File: src/rtl/regfile_write_master_if.sv
// Bundles the CPU writeback request, the I/O valid/ready producer and the
// register-file write port that regfile_write_master owns.
interface regfile_write_master_if;
    // CPU writeback source
    logic        cpu_we;
    logic [4:0]  cpu_wr_reg;
    logic [31:0] cpu_wr_data;
    logic        cpu_stall;
    // I/O producer handshake
    logic        io_valid;
    logic        io_ready;
    logic [4:0]  io_reg;
    logic [31:0] io_data;
    // register file write port
    logic        ctrl_writeEnable;
    logic [4:0]  ctrl_writeReg;
    logic [31:0] data_writeReg;

    // Arbiter side: consumes both sources, drives the write port.
    modport master (
        input  cpu_we, cpu_wr_reg, cpu_wr_data,
        input  io_valid, io_reg, io_data,
        output cpu_stall, io_ready,
        output ctrl_writeEnable, ctrl_writeReg, data_writeReg
    );

    // Environment side: CPU, I/O producer and register file.
    modport slave (
        output cpu_we, cpu_wr_reg, cpu_wr_data,
        output io_valid, io_reg, io_data,
        input  cpu_stall, io_ready,
        input  ctrl_writeEnable, ctrl_writeReg, data_writeReg
    );
endinterface

File: src/rtl/regfile_write_master.sv
// Single owner of the register-file write port. CPU writeback has priority;
// I/O writes queue in a small FIFO and get a forced slot after STARVE_LIMIT
// cycles of losing to the CPU. Writes to r0 are consumed but never issued.
module regfile_write_master #(
    parameter int IO_FIFO_DEPTH = 4,
    parameter int STARVE_LIMIT  = 8
) (
    input  logic                           clock,
    input  logic                           ctrl_reset,
    regfile_write_master_if.master         bus,
    output logic [$clog2(IO_FIFO_DEPTH):0] io_fifo_count,
    output logic [7:0]                     r0_drop_count,
    output logic                           proto_err
);
    localparam int          AW         = $clog2(IO_FIFO_DEPTH);
    localparam logic [AW:0] FULL_COUNT = (AW+1)'(IO_FIFO_DEPTH);
    localparam logic [7:0]  LIMIT      = 8'(STARVE_LIMIT);

    typedef struct packed {
        logic [4:0]  rd;
        logic [31:0] data;
    } wr_entry_t;

    wr_entry_t     fifo_mem [IO_FIFO_DEPTH];
    logic [AW-1:0] rd_ptr;
    logic [AW-1:0] wr_ptr;
    logic [AW:0]   count;
    logic [7:0]    starve_cnt;

    logic      empty;
    logic      full;
    logic      stall;
    logic      push;
    logic      sel_io;
    logic      sel_cpu;
    logic      drop;
    wr_entry_t sel;

    assign empty         = (count == '0);
    assign full          = (count == FULL_COUNT);
    // Pure register decode so the CPU sees no combinational path from its own request.
    assign stall         = (starve_cnt == LIMIT);
    assign bus.cpu_stall = stall;
    assign bus.io_ready  = !full && !ctrl_reset;
    assign io_fifo_count = count;
    assign push          = bus.io_valid && bus.io_ready;

    // A forced slot beats the CPU; otherwise the CPU wins and I/O fills idle cycles.
    assign sel_io  = !empty && (stall || !bus.cpu_we);
    assign sel_cpu = bus.cpu_we && !sel_io;
    assign drop    = (sel_io || sel_cpu) && (sel.rd == 5'd0);

    // Pick the entry that owns the write port next cycle.
    always_comb begin
        sel = '{rd: bus.cpu_wr_reg, data: bus.cpu_wr_data};
        if (sel_io)
            sel = fifo_mem[rd_ptr];
    end

    // I/O FIFO: circular buffer, pop whenever the arbiter takes the head.
    always_ff @(posedge clock or posedge ctrl_reset) begin
        if (ctrl_reset) begin
            for (int i = 0; i < IO_FIFO_DEPTH; i++)
                fifo_mem[i] <= '0;
            rd_ptr <= '0;
            wr_ptr <= '0;
            count  <= '0;
        end else begin
            if (push) begin
                fifo_mem[wr_ptr] <= '{rd: bus.io_reg, data: bus.io_data};
                wr_ptr           <= wr_ptr + 1'b1;
            end
            if (sel_io)
                rd_ptr <= rd_ptr + 1'b1;
            case ({push, sel_io})
                2'b10:   count <= count + 1'b1;
                2'b01:   count <= count - 1'b1;
                default: ;
            endcase
        end
    end

    // Starvation counter: cycles the current I/O head has lost to the CPU.
    always_ff @(posedge clock or posedge ctrl_reset) begin
        if (ctrl_reset)
            starve_cnt <= '0;
        else if (empty || sel_io)
            starve_cnt <= '0;
        else if (sel_cpu)
            starve_cnt <= starve_cnt + 8'd1;
    end

    // Write port register; address/data hold whenever the enable is low.
    always_ff @(posedge clock or posedge ctrl_reset) begin
        if (ctrl_reset) begin
            bus.ctrl_writeEnable <= 1'b0;
            bus.ctrl_writeReg    <= '0;
            bus.data_writeReg    <= '0;
        end else begin
            bus.ctrl_writeEnable <= (sel_io || sel_cpu) && !drop;
            if ((sel_io || sel_cpu) && !drop) begin
                bus.ctrl_writeReg <= sel.rd;
                bus.data_writeReg <= sel.data;
            end
        end
    end

    // Saturating count of consumed r0 writes from either source.
    always_ff @(posedge clock or posedge ctrl_reset) begin
        if (ctrl_reset)
            r0_drop_count <= '0;
        else if (drop && r0_drop_count != 8'hFF)
            r0_drop_count <= r0_drop_count + 8'd1;
    end

    // Sticky flag: the CPU issued a write during a forced I/O slot.
    always_ff @(posedge clock or posedge ctrl_reset) begin
        if (ctrl_reset)
            proto_err <= 1'b0;
        else if (bus.cpu_we && stall)
            proto_err <= 1'b1;
    end
endmodule

File: src/flat_wrapper.sv
// flat-port wrapper written by rule: the top's interface ports become plain ports
module regfile_write_master_flat 
#(
    parameter int IO_FIFO_DEPTH = 4,
    parameter int STARVE_LIMIT  = 8
)
  (clock, ctrl_reset, io_fifo_count, r0_drop_count, proto_err, bus_cpu_we, bus_cpu_wr_reg, bus_cpu_wr_data, bus_io_valid, bus_io_reg, bus_io_data, bus_cpu_stall, bus_io_ready, bus_ctrl_writeEnable, bus_ctrl_writeReg, bus_data_writeReg);
  regfile_write_master_if bus_i ();
  input  logic clock;
  input  logic ctrl_reset;
  output logic [$clog2(IO_FIFO_DEPTH):0] io_fifo_count;
  output logic [7:0] r0_drop_count;
  output logic proto_err;
  input wire logic [$bits(bus_i.cpu_we)-1:0] bus_cpu_we;
  input wire logic [$bits(bus_i.cpu_wr_reg)-1:0] bus_cpu_wr_reg;
  input wire logic [$bits(bus_i.cpu_wr_data)-1:0] bus_cpu_wr_data;
  input wire logic [$bits(bus_i.io_valid)-1:0] bus_io_valid;
  input wire logic [$bits(bus_i.io_reg)-1:0] bus_io_reg;
  input wire logic [$bits(bus_i.io_data)-1:0] bus_io_data;
  output wire logic [$bits(bus_i.cpu_stall)-1:0] bus_cpu_stall;
  output wire logic [$bits(bus_i.io_ready)-1:0] bus_io_ready;
  output wire logic [$bits(bus_i.ctrl_writeEnable)-1:0] bus_ctrl_writeEnable;
  output wire logic [$bits(bus_i.ctrl_writeReg)-1:0] bus_ctrl_writeReg;
  output wire logic [$bits(bus_i.data_writeReg)-1:0] bus_data_writeReg;
  assign bus_i.cpu_we = bus_cpu_we;
  assign bus_i.cpu_wr_reg = bus_cpu_wr_reg;
  assign bus_i.cpu_wr_data = bus_cpu_wr_data;
  assign bus_i.io_valid = bus_io_valid;
  assign bus_i.io_reg = bus_io_reg;
  assign bus_i.io_data = bus_io_data;
  assign bus_cpu_stall = bus_i.cpu_stall;
  assign bus_io_ready = bus_i.io_ready;
  assign bus_ctrl_writeEnable = bus_i.ctrl_writeEnable;
  assign bus_ctrl_writeReg = bus_i.ctrl_writeReg;
  assign bus_data_writeReg = bus_i.data_writeReg;
  regfile_write_master #(.IO_FIFO_DEPTH(IO_FIFO_DEPTH), .STARVE_LIMIT(STARVE_LIMIT)) u_core (.clock(clock), .ctrl_reset(ctrl_reset), .bus(bus_i), .io_fifo_count(io_fifo_count), .r0_drop_count(r0_drop_count), .proto_err(proto_err));
endmodule
File: config.mk
export PLATFORM = sky130hd
export DESIGN_NAME = regfile_write_master_flat
export DESIGN_NICKNAME = d
export VERILOG_FILES = /design/src/rtl/regfile_write_master_if.sv /design/src/rtl/regfile_write_master.sv /design/src/flat_wrapper.sv
export SDC_FILE = /design/constraint.sdc
export NUM_CORES = 1
export LEC_CHECK = 0
export CORE_MARGIN = 4
export CORE_UTILIZATION = 40
export DETAILED_ROUTE_END_ITERATION = 7
export HOLD_SLACK_MARGIN = 0.15
export PLACE_DENSITY_LB_ADDON = 0.08
export SLEW_MARGIN = 25
export SYNTH_ARGS = -nofsm -noshare
export SYNTH_HDL_FRONTEND = slang
export SYNTH_SLANG_ARGS = --single-unit
File: constraint.sdc
create_clock -name clock -period 10.3 [get_ports clock]
set_input_delay 1.545 -clock clock [delete_from_list [all_inputs] [get_ports clock]]
set_output_delay 1.545 -clock clock [all_outputs]
set_load 0.02 [all_outputs]
# [Word-level counts from Yosys, hierarchy flattened]
# Cells that the tools add are included.
[word_totals] ff_bits=210 word_cells=65 mem_bits_rw=0 latchBits=0 inputBits=78 memories=0 rom_bits=0
[classes] magnitude_cmp=3 addsub=6 n_mul=0 n_bitwise=2 shift=0 mux=10 n_eq_ne=5 reduce_logical=22 div_mod_pow=0
[op_table] cell="$bwmux W148" count=1
[op_table] cell="$mux W37" count=4
[op_table] cell="$bmux W37 S2" count=1
[op_table] cell="$demux W37 S2" count=1
[op_table] cell="$add A8 B1 Y8 const B" count=2
[op_table] cell="$mux W8" count=2
[op_table] cell="$logic_and A1 B1 Y1" count=9
[op_table] cell="$eq A8 B4 Y1 const B" count=1
[op_table] cell="$ne A8 B8 Y1 const B" count=1
[op_table] cell="$ge A3 B3 Y1 const B" count=2
[op_table] cell="$logic_not A1 Y1" count=6
[op_table] cell="$not A2 Y3" count=2
[op_table] cell="$pmux W3 S2" count=1
[op_table] cell="$logic_not A5 Y1" count=1
[op_table] cell="$add A2 B1 Y2 const B" count=2
[op_table] cell="$reduce_bool A2 Y1" count=2
[op_table] cell="$add A3 B1 Y3 const B" count=1
[op_table] cell="$eq A3 B3 Y1 const B" count=1
[op_table] cell="$logic_not A3 Y1" count=1
[op_table] cell="$logic_or A1 B1 Y1" count=3
[op_table] cell="$lt A3 B1 Y1 const B" count=1
[op_table] cell="$sub A3 B1 Y3 const B" count=1
[op_table] cell="$eq A2 B1 Y1 const B" count=1
[op_table] cell="$eq A2 B2 Y1 const B" count=1

# [Longest topological paths before layout]
[depth] word_depth=9 ltp_mapped=14 depth_no_buf=12

# [Worst setup path before layout]
# OpenSTA, ideal clock, no wires.
[synth_path] path_kind="input -> output" start="in ctrl_reset" end="out bus_io_ready" path_stages=1 setup_slack_ns=6.815 arrival_ns=1.940 path_buffers=0 required_time_ns=8.755 cell_sequence="a31oi_1"
[synth_via] elab_chain_cells=2
[synth_lines] element="start, declared" line_no="flat_wrapper.sv:10" text="input logic ctrl_reset;"
[synth_lines] element="$logic_not A1 Y1" line_no="regfile_write_master.sv:44" text="assign bus.io_ready = !full && !ctrl_reset;"
[synth_lines] element="$logic_and A1 B1 Y1" line_no="regfile_write_master.sv:44"
[synth_lines] element="end, declared" line_no="flat_wrapper.sv:21" text="output wire logic [$bits(bus_i.io_ready)-1:0] bus_io_ready;"
# No other way between the ends.

# [Worst setup path after layout]
# Same ends and word-level chain as after synthesis.

==> out/summary.txt <==
ratio of cells with drive above 1 in the final layout = 28.0%
Max-Cap Viols = 0
Startpoint Class = primary input
Clock power frac = 23.5%
Power Density = 314 nW/um^2
Worst-Skew Late Latency = 0.52 ns
die area = 26300 sq um
area leader, netlist = dfrtp_1
Hold Crit Start = u_core.proto_err
status = finished clean
post-route setup slack = 5.85 ns
Mapped Cells = 675
GRT Residual Overflow = 0
post-synth top area share = 55.3%
final hold violation count = 0
CTS tree = yes
fin nets = 890
count leader, synth = dfrtp_1
Reg power frac = 38.8%
depth of the CTS H-tree = 1
post-layout util = 50.6%
Critical Path Start = ctrl_reset
ANT nets after route = 0
first-pass GRT wire length = 35900 microns
# fillers = 2069
non-filler cells in the finished layout = 1139
kind of critical path = in -> out
Max clock buf depth = 3
upper clock frequency limit = 0.225 GHz
vias in the first global route = 6534
Num CTS Buffers = 24
Layout area overhead = 24.5%
top post-synthesis cells by area = dfrtp_1, mux2_2, mux4_1
area of the mapped netlist = 9510 sq um
Synth Flop Type = dfrtp_1
cts hold-fix bufs = 0
Net Switching = 1180 uW
fin crit period = 4.45 ns
final setup vio count = 0
critical path fanouts, max = 2
Initial Util = 40.6%
Post-DP HPWL = 13900 microns
root buffer cell = clkbuf_16
GR Util All Layers = 17.0%
fraction of registers with async set/reset = 100%
Synthesis Warnings = 0
Place WS = 5.58 ns
std cell rows = 56
Sw Ratio = 31.8%
largest net degree at the start of global routing = 130
worst r2r src = u_core.starve_cnt[5]
first-iteration detailed-routing DRC count = 367
Clock transition at path regs = 0.06 ns
sequential share of the synthesized area = 55.3%
Post-CTS Resized = 0
Die W = 162 microns
Vias per Instance = 5.19
Comb power frac = 37.7%
Crit. End Element = output pin
Period Utilization, post-route = 43.2%
Avg WL per Cell = 19.3 microns
Leakage = 0.00511 uW
setup TNS = 0 ns
IO Pins = 130
worst endpoint data arrival time = 2.91 ns
Int Power = 2530 uW
drt drc = 0
Unique masters post-synth = 40
synth cell count leaders = dfrtp_1, mux2_2, nand2_1, nor2_1, a31oi_1
CTS Sinks = 210
Max Slew Vio Count = 0
Synth Register Bits = 210
worst vdd ir = 156 uV
Port Buffers = 129
GP Congestion = 0.753
drt total wl = 22000 microns
EDFF count, synth = 0
drt first pass iters = 4
dpl cells = 1096
Die Height = 162 microns
Post-CTS Setup Bufs = 0
clk_skew = 0.0154 ns
syn avg cell area = 14.1 sq um
hold crit path type = reg -> reg
Worst Max-Slew Pin Slew = 0.937 ns
vias = 5907
syn_nets = 762
area of the core = 23400 sq um
WP data required = 8.76 ns
Antenna Cells = 0
normalized max-slew margin = 37.5%
initial antenna violation count = 1
setup repair after global routing missed its margin = no
## per-stage QoR
stage | hold slack, ns | power, uW | cell area (sq um)
6_report | 0.459 | 3710 | 11800
5_1_grt | 0.497 | 3950 | 11800
4_1_cts | 0.467 | 3770 | 11800
3_5_place_dp | 0.453 | 2880 | 11000
3_3_place_gp | 0.446 | 2810 | 11000
2_1_floorplan | 0.455 | 2430 | 9510
## final cells by class
class                   instances  area (sq um)  area share, %
well taps                     319           399           3.37
multi-input cells             414          3940           33.3
flip-flops and latches        210          5260           44.4
inverters                      15          63.8          0.539
repair buffers                138          1360           11.5
clock buffers                  33           674           5.70
clock inverters                10           139           1.17
## layer usage
metal  GRT usage [%]  up-vias  wire length, microns
li1                -     2713                     -
met1            22.1     3050                  9570
met2            29.7      110                 11000
met3            3.86       32                  1040
met4            3.34        2                   400
met5               0        -                    13
## final timing paths
path                                                end  slack, ns  cells after the start
setup reg to reg            u_core.bus.data_writeReg[5]       6.67                      7
max in group asynchronous  u_core.bus.data_writeReg[29]       7.29                      3
hold / removal                         u_core.proto_err       0.46                      1
setup / recovery                           bus_io_ready       5.85                      3
min in group asynchronous       u_core.io_fifo_count[1]       1.64                      2
hold reg to reg                        u_core.proto_err       0.46                      1
## state kept, by name, indices dropped and copies added (netlist names)
register	flops
u_core.fifo_mem	148
u_core.bus.data_writeReg	32
u_core.r0_drop_count	8
u_core.starve_cnt	8
u_core.bus.ctrl_writeReg	5
u_core.io_fifo_count	3
u_core.rd_ptr	2
u_core.wr_ptr	2
u_core.bus.ctrl_writeEnable	1
u_core.proto_err	1
## logic make-up (layout without fill, tap and decap cells)
| family | after synthesis | count (layout) | synth area share [%] |
|---|---|---|---|
| AOI/OAI and AO/OA | 47 | 47 | 3.42 |
| xor gates and xnor gates | 18 | 18 | 1.66 |
| buffers and inverters | 51 | 196 | 3.39 |
| muxes | 193 | 193 | 28.4 |
| adders and majority gates | 9 | 9 | 1.26 |
| DFF | 210 | 210 | 55.3 |
| and+or+nand+nor | 147 | 147 | 6.62 |
## power groups by stage
stage / combinational (uW) / clock, uW / sequential (uW)
final: 1400 / 872 / 1440
after floorplan: 940 / 0 / 1490
after detailed placement: 1430 / 0 / 1460
after global placement: 1390 / 0 / 1430
after global routing: 1520 / 934 / 1490
after CTS: 1430 / 896 / 1450
## critical path, cell delays in order
cell	delay [ns]
clkdlybuf4s50_1	0.51
a31oi_1	0.21
clkdlybuf4s50_1	0.63
## placed cells by master, fill, tap and decap left out, types with 6 or more instances in the layout
master | netlist | final
buf_4 | 0 | 8
nand2_1 | 73 | 69
clkbuf_16 | 0 | 24
nor2_1 | 46 | 46
mux4_1 | 23 | 23
inv_1 | 15 | 13
mux4_2 | 11 | 11
a31oi_1 | 29 | 29
ha_1 | 8 | 8
clkdlybuf4s50_1 | 0 | 129
nand3_1 | 6 | 6
xnor2_1 | 13 | 13
dfrtp_1 | 210 | 208
mux2_2 | 149 | 149
and3_1 | 6 | 6
(Power assumes the default switching activity.)
